[src/rtl/fcb_config_sequencer.sv]
// Wishbone master that loads one bitstream into the eFPGA configuration block:
// programs length/control, streams words from a valid/ready source, polls status.
module fcb_config_sequencer #(
  parameter int SHIFT_WAIT   = 40,
  parameter int DONE_TIMEOUT = 1024
) (
  input  logic        clk,
  input  logic        reset,
  input  logic        start,
  input  logic        abort,
  input  logic [31:0] len_bits,
  input  logic [31:0] src_data,
  input  logic        src_valid,
  output logic        src_ready,
  output logic [2:0]  wb_address,
  output logic [31:0] wb_data_out,
  input  logic [31:0] wb_data_in,
  output logic [3:0]  wb_select,
  output logic        wb_stb,
  output logic        wb_we,
  output logic        wb_bus_cycle,
  output logic        busy,
  output logic        done,
  output logic        error,
  output logic [31:0] words_sent
);

  typedef enum logic [2:0] {
    IDLE, WR_LEN, WR_CTRL, WAIT_SRC, WR_WORD, SHIFT, POLL, CLR_CTRL
  } state_t;

  state_t      state, state_next;
  logic [31:0] nwords, wait_cnt, timeout_cnt;
  logic        n_stb, n_we;
  logic [2:0]  n_addr;
  logic [31:0] n_data;
  logic        ok_to_clr, fail_to_clr, start_ok, start_zero, poll_wait;
  logic [32:0] len_sum;
  logic        unused_ok;

  assign len_sum      = {1'b0, len_bits} + 33'd31;
  assign wb_select    = wb_stb ? 4'hF : 4'h0;
  assign wb_bus_cycle = wb_stb;
  assign unused_ok    = ^{wb_data_in[31:2], wb_data_in[0], len_sum[4:0]};

  // Source handshake: a word transfers in the cycle where src_valid and
  // src_ready are both high; src_ready is only raised when src_valid is seen.
  // Bus outputs are registered, so the comb block computes the access that
  // will be on the bus while the FSM sits in state_next.
  always_comb begin
    state_next  = state;
    n_stb       = 1'b0;
    n_we        = 1'b0;
    n_addr      = 3'd0;
    n_data      = 32'h0;
    src_ready   = 1'b0;
    ok_to_clr   = 1'b0;
    fail_to_clr = 1'b0;
    start_ok    = 1'b0;
    start_zero  = 1'b0;
    poll_wait   = 1'b0;
    case (state)
      IDLE: begin
        if (start) begin
          if (len_bits != 32'h0) begin
            start_ok   = 1'b1;
            state_next = WR_LEN;
            n_stb      = 1'b1;
            n_we       = 1'b1;
            n_addr     = 3'd2;
            n_data     = len_bits;
          end else begin
            start_zero = 1'b1;
          end
        end
      end
      WR_LEN: begin
        state_next = WR_CTRL;
        n_stb      = 1'b1;
        n_we       = 1'b1;
        n_addr     = 3'd0;
        n_data     = 32'h1;
      end
      WR_CTRL: state_next = WAIT_SRC;
      WAIT_SRC: begin
        if (src_valid) begin
          src_ready  = 1'b1;
          state_next = WR_WORD;
          n_stb      = 1'b1;
          n_we       = 1'b1;
          n_addr     = 3'd1;
          n_data     = src_data;
        end
      end
      WR_WORD: state_next = SHIFT;
      SHIFT: begin
        if (wait_cnt <= 32'd1) begin
          state_next = POLL;
          n_stb      = 1'b1;
          n_addr     = 3'd4;
        end
      end
      POLL: begin
        if (wb_data_in[1]) begin
          ok_to_clr  = 1'b1;
          state_next = CLR_CTRL;
          n_stb      = 1'b1;
          n_we       = 1'b1;
        end else if (words_sent < nwords) begin
          state_next = WAIT_SRC;
        end else if (timeout_cnt >= 32'(DONE_TIMEOUT - 1)) begin
          fail_to_clr = 1'b1;
          state_next  = CLR_CTRL;
          n_stb       = 1'b1;
          n_we        = 1'b1;
        end else begin
          poll_wait = 1'b1;
          n_stb     = 1'b1;
          n_addr    = 3'd4;
        end
      end
      CLR_CTRL: state_next = IDLE;
      default:  state_next = IDLE;
    endcase
    // Abort overrides everything, including a completion seen in POLL.
    if (abort && state != IDLE && state != CLR_CTRL) begin
      state_next  = CLR_CTRL;
      src_ready   = 1'b0;
      ok_to_clr   = 1'b0;
      fail_to_clr = 1'b1;
      poll_wait   = 1'b0;
      n_stb       = 1'b1;
      n_we        = 1'b1;
      n_addr      = 3'd0;
      n_data      = 32'h0;
    end
  end

  always_ff @(posedge clk) begin
    if (reset) begin
      state       <= IDLE;
      wb_stb      <= 1'b0;
      wb_we       <= 1'b0;
      wb_address  <= 3'd0;
      wb_data_out <= 32'h0;
      busy        <= 1'b0;
      done        <= 1'b0;
      error       <= 1'b0;
      words_sent  <= 32'h0;
      nwords      <= 32'h0;
      wait_cnt    <= 32'h0;
      timeout_cnt <= 32'h0;
    end else begin
      state       <= state_next;
      wb_stb      <= n_stb;
      wb_we       <= n_we;
      wb_address  <= n_addr;
      wb_data_out <= n_data;
      busy        <= (state_next != IDLE) && (state_next != CLR_CTRL);
      done        <= ok_to_clr;
      if (start_ok) begin
        error       <= 1'b0;
        words_sent  <= 32'h0;
        nwords      <= {5'd0, len_sum[32:5]};
        timeout_cnt <= 32'h0;
      end
      if (start_zero || fail_to_clr) error <= 1'b1;
      if (state == WR_WORD && words_sent < nwords) words_sent <= words_sent + 32'd1;
      if (state == WR_WORD) wait_cnt <= 32'(SHIFT_WAIT);
      else if (state == SHIFT && wait_cnt != 32'h0) wait_cnt <= wait_cnt - 32'd1;
      if (poll_wait && timeout_cnt < 32'(DONE_TIMEOUT)) timeout_cnt <= timeout_cnt + 32'd1;
    end
  end

endmodule

[config.mk]
export PLATFORM = sky130hd
export DESIGN_NAME = fcb_config_sequencer
export DESIGN_NICKNAME = d
export VERILOG_FILES = /design/src/rtl/fcb_config_sequencer.sv
export SDC_FILE = /design/constraint.sdc
export NUM_CORES = 1
export LEC_CHECK = 0
export ABC_CLOCK_PERIOD_IN_PS = 2500
export BUFFER_PORTS_ARGS = -buffer_cell sky130_fd_sc_hd__buf_2
export CORE_ASPECT_RATIO = 1.75
export CORE_UTILIZATION = 49
export CTS_CLUSTER_DIAMETER = 100
export DETAILED_ROUTE_END_ITERATION = 10
export PLACE_DENSITY = 0.76
export SYNTH_ARGS = -nofsm -noshare
export SYNTH_HDL_FRONTEND = slang
export SYNTH_SLANG_ARGS = --single-unit
[constraint.sdc]
create_clock -name clk -period 2.5 [get_ports clk]
set_input_delay 0.5 -clock clk [delete_from_list [all_inputs] [get_ports clk]]
set_output_delay 0.5 -clock clk [all_outputs]
set_load 0.03 [all_outputs]
## Word level (Yosys, flattened, before mapping)

Index checks and enable logic that the tools add are counted.
W data, S select, Z words.

- Register bits: 167
- Input bits: 101
- Output and inout bits: 78

- Add/sub/neg operators: 4
- Order comparisons: 4
- Equal/unequal tests: 9
- Muxes and demuxes: 57
- Bitwise logic cells: 1
- Reduce and logical (&&, ||, !) cells: 19

Operators by type and width:

| kind | count |
|---|---|
| $mux W32 | 6 |
| $pmux W32 S3 | 1 |
| $add A32 B1 Y32 const B | 2 |
| $reduce_bool A32 Y1 | 2 |
| $mux W3 | 12 |
| $add A32 B5 Y33 const B | 1 |
| $ge A32 B10 Y1 const B | 1 |
| $le A32 B1 Y1 const B | 1 |
| $lt A32 B11 Y1 const B | 1 |
| $lt A32 B28 Y1 | 1 |
| $sub A32 B1 Y32 const B | 1 |
| $mux W1 | 29 |
| $pmux W3 S8 | 1 |
| $eq A3 B3 Y1 const B | 4 |
| $mux W6 | 2 |
| $pmux W3 S4 | 1 |
| $reduce_bool A2 Y1 | 4 |
| $eq A3 B2 Y1 const B | 2 |
| $logic_and A1 B1 Y1 | 6 |
| $ne A3 B3 Y1 const B | 2 |
| $reduce_bool A3 Y1 | 2 |
| $pmux W1 S5 | 1 |
| $mux W2 | 2 |
| $mux W4 | 1 |
| other kinds (7) | 8 |

## Longest topological paths before layout

- Depth after elaboration: 8
- Mapped depth: 11
- Gate-level depth less buffers: 9

## Worst setup path after synthesis

No wires, ideal clock.

- Path kind: register to register
- Start: register words_sent[1]
- End: register words_sent[9]
- Setup time: 123 ps
- Arrival: 2653 ps
- Required time: 2377 ps
- Path slack: -276 ps
- Cell stages (with the launch flop): 9
- Clock period less this slack: 2776 ps
- Cells stage by stage: dfxtp_1 -> ha_1 -> a2111oi_0 -> a2111oi_0 -> o41a_1 -> buf_2 -> or3_1 -> nor3_1 -> mux2_1

- Longest elaborated chain between the ends: 3
- Elaborated cells on any way between the ends: 5
- Those cells by class: add/sub: 1; order compare: 1; mux: 1; reduce/logical: 2

RTL lines:

| what | RTL line | text |
|---|---|---|
| start, declared | 25 | `output logic [31:0] words_sent` |
| start signal, assigned | 168 | `if (state == WR_WORD && words_sent < nwords) words_sent <= words_sent + 32'd1;` |
| $lt A32 B28 Y1 | 168 |  |
| $logic_and A1 B1 Y1 | 168 |  |
| $mux W32 or $reduce_bool A2 Y1 (tied branches) | -- |  |

Several ways; a longest one is shown, not always the timed one.
A chain may end at the register's enable or synchronous reset.

## Final worst setup path

- Start: register nwords[15]
- End: register error

- Longest elaborated chain between the ends: 7
- Elaborated cells on any way between the ends: 8
- Those cells by class: order compare: 1; mux: 5; reduce/logical: 2

RTL lines:

| what | RTL line | text |
|---|---|---|
| start, declared | 33 | `logic [31:0] nwords, wait_cnt, timeout_cnt;` |
| start signal, assigned | 164 | `nwords <= {5'd0, len_sum[32:5]};` |
| $lt A32 B28 Y1 * | 109 | `end else if (words_sent < nwords) begin` |
| $mux W1 * | 109 |  |
| $mux W1 * | 104 | `if (wb_data_in[1]) begin` |
| $mux W1 * | 62 | `case (state)` |
| $mux W1 * | 126 | `if (abort && state != IDLE && state != CLR_CTRL) begin` |
| $logic_or A1 B1 Y1 * | 167 | `if (start_zero \|\| fail_to_clr) error <= 1'b1;` |
| $mux W1 or $reduce_bool A2 Y1 (tied branches) | -- |  |
| end signal, assigned | 148 | `error <= 1'b0;` |
| end signal, assigned | 162 | `error <= 1'b0;` |
| end signal, assigned | 167 |  |
| end, declared | 24 | `output logic error,` |

Mark *: on every way between the ends. The rest lies on a longest branch, timed or not.

==> summary.md <==
| Metric | Value |
|---|---|
| Worst-margin pin slew | 0.603 ns |
| Hold_buf cts | 0 |
| Simple-Gate Fraction of Synth Area | 26.9% |
| Ant. Diodes | 0 |
| CTS H-tree lvls | 4 |
| Tcrit/Tclk final | 111% |
| Largest net degree at the start of global routing | 38 |
| Largest family of logic cells by synthesized area | simple AND/OR/NAND/NOR gates |
| Final Non-Filler Cells | 1,420 |
| CP endpoint kind | flop |
| Ys async rst share | 0% |
| Seq. cell area | about 3400 µm² |
| Root buf cell | clkbuf_16 |
| Synth Warn # | 0 |
| WL final | 23,700 µm |
| RR Endpoint | error |
| WP depth | 11 |
| CTS sink count | ~170 |
| WHS Path Cells | 3 |
| RSZ-0062 raised after global routing | true |
| Final count of negative-setup-slack endpoints | 39 |
| CTS max path bufs | 2 |
| Peak VDD IR | 546 µV |
| Fillers | 1,209 |
| Cts bufs inserted | 17 |
| Main synth FF type | dfxtp_1 |
| Max transition margin | 58.8% |
| DP HPWL | 16,000 µm |
| CP Cell Sequence | inv_1 > ha_4 > nand4_1 > or3_4 > a2111oi_4 > o41a_1 > buf_4 > buf_4 > nor2_1 > or3_4 > o32ai_1 |
| Worst hold slack | 0.306 ns |
| R2R depth | 11 |
| GPL Wtd Cong | about 0.88 |
| Detail Route Antenna Nets | 0 |
| Total GRT Usage | 26.2% |
| WS Path Type | reg -> reg |
| Average cell area after synthesis | 8.49 µm² |
| Post-layout net count | 1,350 |
| Total power | around 9.7 mW |
| Distinct cells, synth | 65 |
| Placeable Area | 16,000 µm² |
| Clk_lat worst skew | 0.44 ns |
| Synth Area in Adders | under 10% |
| Crit path max-delay cell type | or3_4 |
| Failing checks | negative setup slack |
| Drt pass-1 iters | 6 |
| Hold endpoint | wb_data_out[10] |
| Die span in x | 99.2 µm |
| Worst hold path type | in -> reg |
| Run status | complete, but fails checks |
| Die area | between 15,000 and 20,000 µm² |
| Final Slew Violations | 0 |
| Met1 Wirelength | 9000 µm |
| Via count of the first global-routing pass | 7,739 |
| Critical path buffers and inverters | 3 |
| CTS tree | done |
| Top Metal Used | met4 |
| Syn_nets | roughly 1,100 |
| Residual DRC count | 0 |
| Total number of vias | just over 8,000 |
| FF+latch count, synth | ~170 |
| Vias/cell | 5.75 |
| Hold path startpoint | src_data[10] |
| First-pass GRT wire length | 35,600 µm |
| Max Cap Violations | 0 |
| Area of the multi-input gates | 4910 µm² |
| WL/cell | 16.7 µm |
| Slowest cell delay on critical path | 0.40 ns |
| DR iter-0 viols | 422 |
| I/O pins | 179 |
| Post-Synth XOR/XNOR Area | 5.73% |
| Seq/Total Area, Yosys | between 40 and 50% |
| Leak | 4.78 nW |
| Layout area overhead | 38.8% |
| Worst setup SP type | flop |
| # placed instances | between 1,000 and 1,500 |
| Final WS setup | -0.283 ns |
| Rows | 61 |
| Mux cell area share after synthesis | 1.17% |
| Critical path's top delay family | simple AND/OR/NAND/NOR gates |
| Reg2Reg Setup Slack | -0.28 ns |
| Clock transition at the registers of the reported paths | 0.07 ns |
| Critical Path AT | 3.13 ns |
| EDFF count, synth | 0 |
| Clock skew | 0.0104 ns |
| Effective utilization at floorplan | 50.6% |
| Synth Area in Compound Gates | between 10% and 20% |
| Chip height | about 170 µm |
| Pwr Density | 861 nW/µm² |
| Worst r2r src | nwords[15] |
| Hold Vio Cnt, Final | 0 |
| Synth Instances | about 960 |
| DR WL met3 | 1450 µm |
| Met2 WL post-DR | 12,100 µm |
| Post-Place Setup Slack | -0.308 ns |
| Fmax | 0.359 GHz |
| Initial antenna violation count | 0 |
| Syn Std Cell Area | slightly above 8000 µm² |
| Port bufs | 147 |
| Crit Path Max Fanout | 4 |
| Final TNS setup | -5.52 ns |
| CP Data Required Time | 2.85 ns |
| Grt ovf | 0 |
| Layout cells sized above 1 | 38.1% |
| Tmin final | 2.78 ns |
[kinds of logic (layout without fill, tap and decap cells)]
| family | after synthesis | count (layout) |
|---|---|---|
| mux | 9 | 9 |
| compound gates | 179 | 179 |
| simple gates | 416 | 417 |
| buf+inv | 100 | 375 |
| flops | 167 | 167 |
| xor+xnor | 53 | 53 |
| fa+ha+maj | 31 | 31 |
[tightest hold or removal path, cell delays in order]
cell	delay [ns]
buf_2	0.07
a22oi_1	0.06
nor2_1	0.07
[stage by stage]
| stage | utilization, % | cell area, µm² |
|---|---|---|
| floorplan | - | 8180 |
| detailed placement | 62.4 | 10000 |
| global route | 70.2 | 11200 |
| CTS | 67.1 | 10800 |
| finish | 70.2 | 11200 |
| global placement | 62.4 | 10000 |
[power breakdown]
group          internal, mW  total [mW]  switching, mW
combinational          1.62        3.90           2.28
sequential             3.00        3.19          0.194
clock                  1.44        2.59           1.15
total                  6.06        9.69           3.63
[Yosys cell counts, types with 9 or more instances]
| library cell | instances | area share, % |
|---|---|---|
| a22oi_1 | 33 | 3.1 |
| xnor2_1 | 29 | 3.1 |
| buf_2 | 11 | 0.68 |
| o21ai_0 | 23 | 1.4 |
| nor3b_1 | 11 | 1.0 |
| or3_1 | 15 | 1.2 |
| nor3_1 | 26 | 1.6 |
| and3_1 | 10 | 0.77 |
| a21o_1 | 9 | 0.83 |
| nor4_1 | 23 | 1.8 |
| nand4_1 | 25 | 1.9 |
| xor2_1 | 24 | 2.6 |
| a21oi_1 | 33 | 2.0 |
| nor2_1 | 129 | 6.0 |
| and2_1 | 31 | 2.4 |
| dfxtp_1 | 167 | 41 |
| clkbuf_1 | 40 | 1.9 |
| nand3_1 | 38 | 2.3 |
| ha_1 | 31 | 4.8 |
| or4_1 | 11 | 1.0 |
| nand2_1 | 54 | 2.5 |
| inv_1 | 42 | 1.9 |
| a211oi_1 | 25 | 2.3 |
[how the worst max path moves through the flow]
| stage | end | slack (ns) | from |
|---|---|---|---|
| floorplan | words_sent[9] | -0.03 | words_sent[17] |
| global placement | words_sent[24] | -0.26 | nwords[1] |
| detailed placement | words_sent[26] | -0.31 | nwords[1] |
| CTS | error | -0.28 | nwords[13] |
| global route | error | -0.41 | nwords[15] |
| finish | error | -0.28 | nwords[15] |
[routing by layer]
metal,up-vias,global-route usage (%)
met2,324,46.2
li1,3943,-
met1,3817,29.1
met5,-,0
met4,0,14.6
met3,77,5.58
[state kept, by name (all words and copies together), names as in the netlist, 3 cells and up]
name	count
nwords	28
wb_data_out	32
wait_cnt	32
words_sent	32
wb_address	3
timeout_cnt	32
state	3
[area by class of cell]
class                           instances  share of cell area (%)
Clock inverter                         11                    1.01
Multi-Input combinational cell        689                    43.7
Sequential cell                       167                    30.3
Timing Repair Buffer                  301                    17.4
Tap cell                              189                    2.10
Inverter                               42                    1.40
Clock buffer                           21                    4.09
[placed cells by master (no fill, tap or decap), drive strengths merged, types with 4 or more instances in the layout]
master   netlist  layout
nand3         38      38
nor2b          6       6
inv           42      47
nand3b         4       4
o211ai         6       6
or3           16      16
nor3          28      29
or4           13      13
a2111oi        5       5
a21o           9       9
nor3b         11      11
nand2         55      55
a211oi        25      25
a311oi         8       8
and3          10      10
a31oi          4       4
dfxtp        167     167
xnor2         29      29
ha            31      31
mux2i          5       5
a21oi         34      34
a22oi         33      33
buf           18     301
nor4          28      28
o31ai          5       5
o21ai         27      27
and2          32      32
clkbuf        40      21
nand2b         8       8
or2            9       9
xor2          24      24
nor2         130     130
mux2           4       4
nand4         26      26
o22ai          8       8
[timing repair]
action | CTS | global route
pin swaps | 8 | 19
cloned | 1 | 0
gates resized for setup | 25 | 83
endpoints found under the setup margin | 46 | 54
buffers inserted | 5 | 11
(Power assumes the default switching activity.)
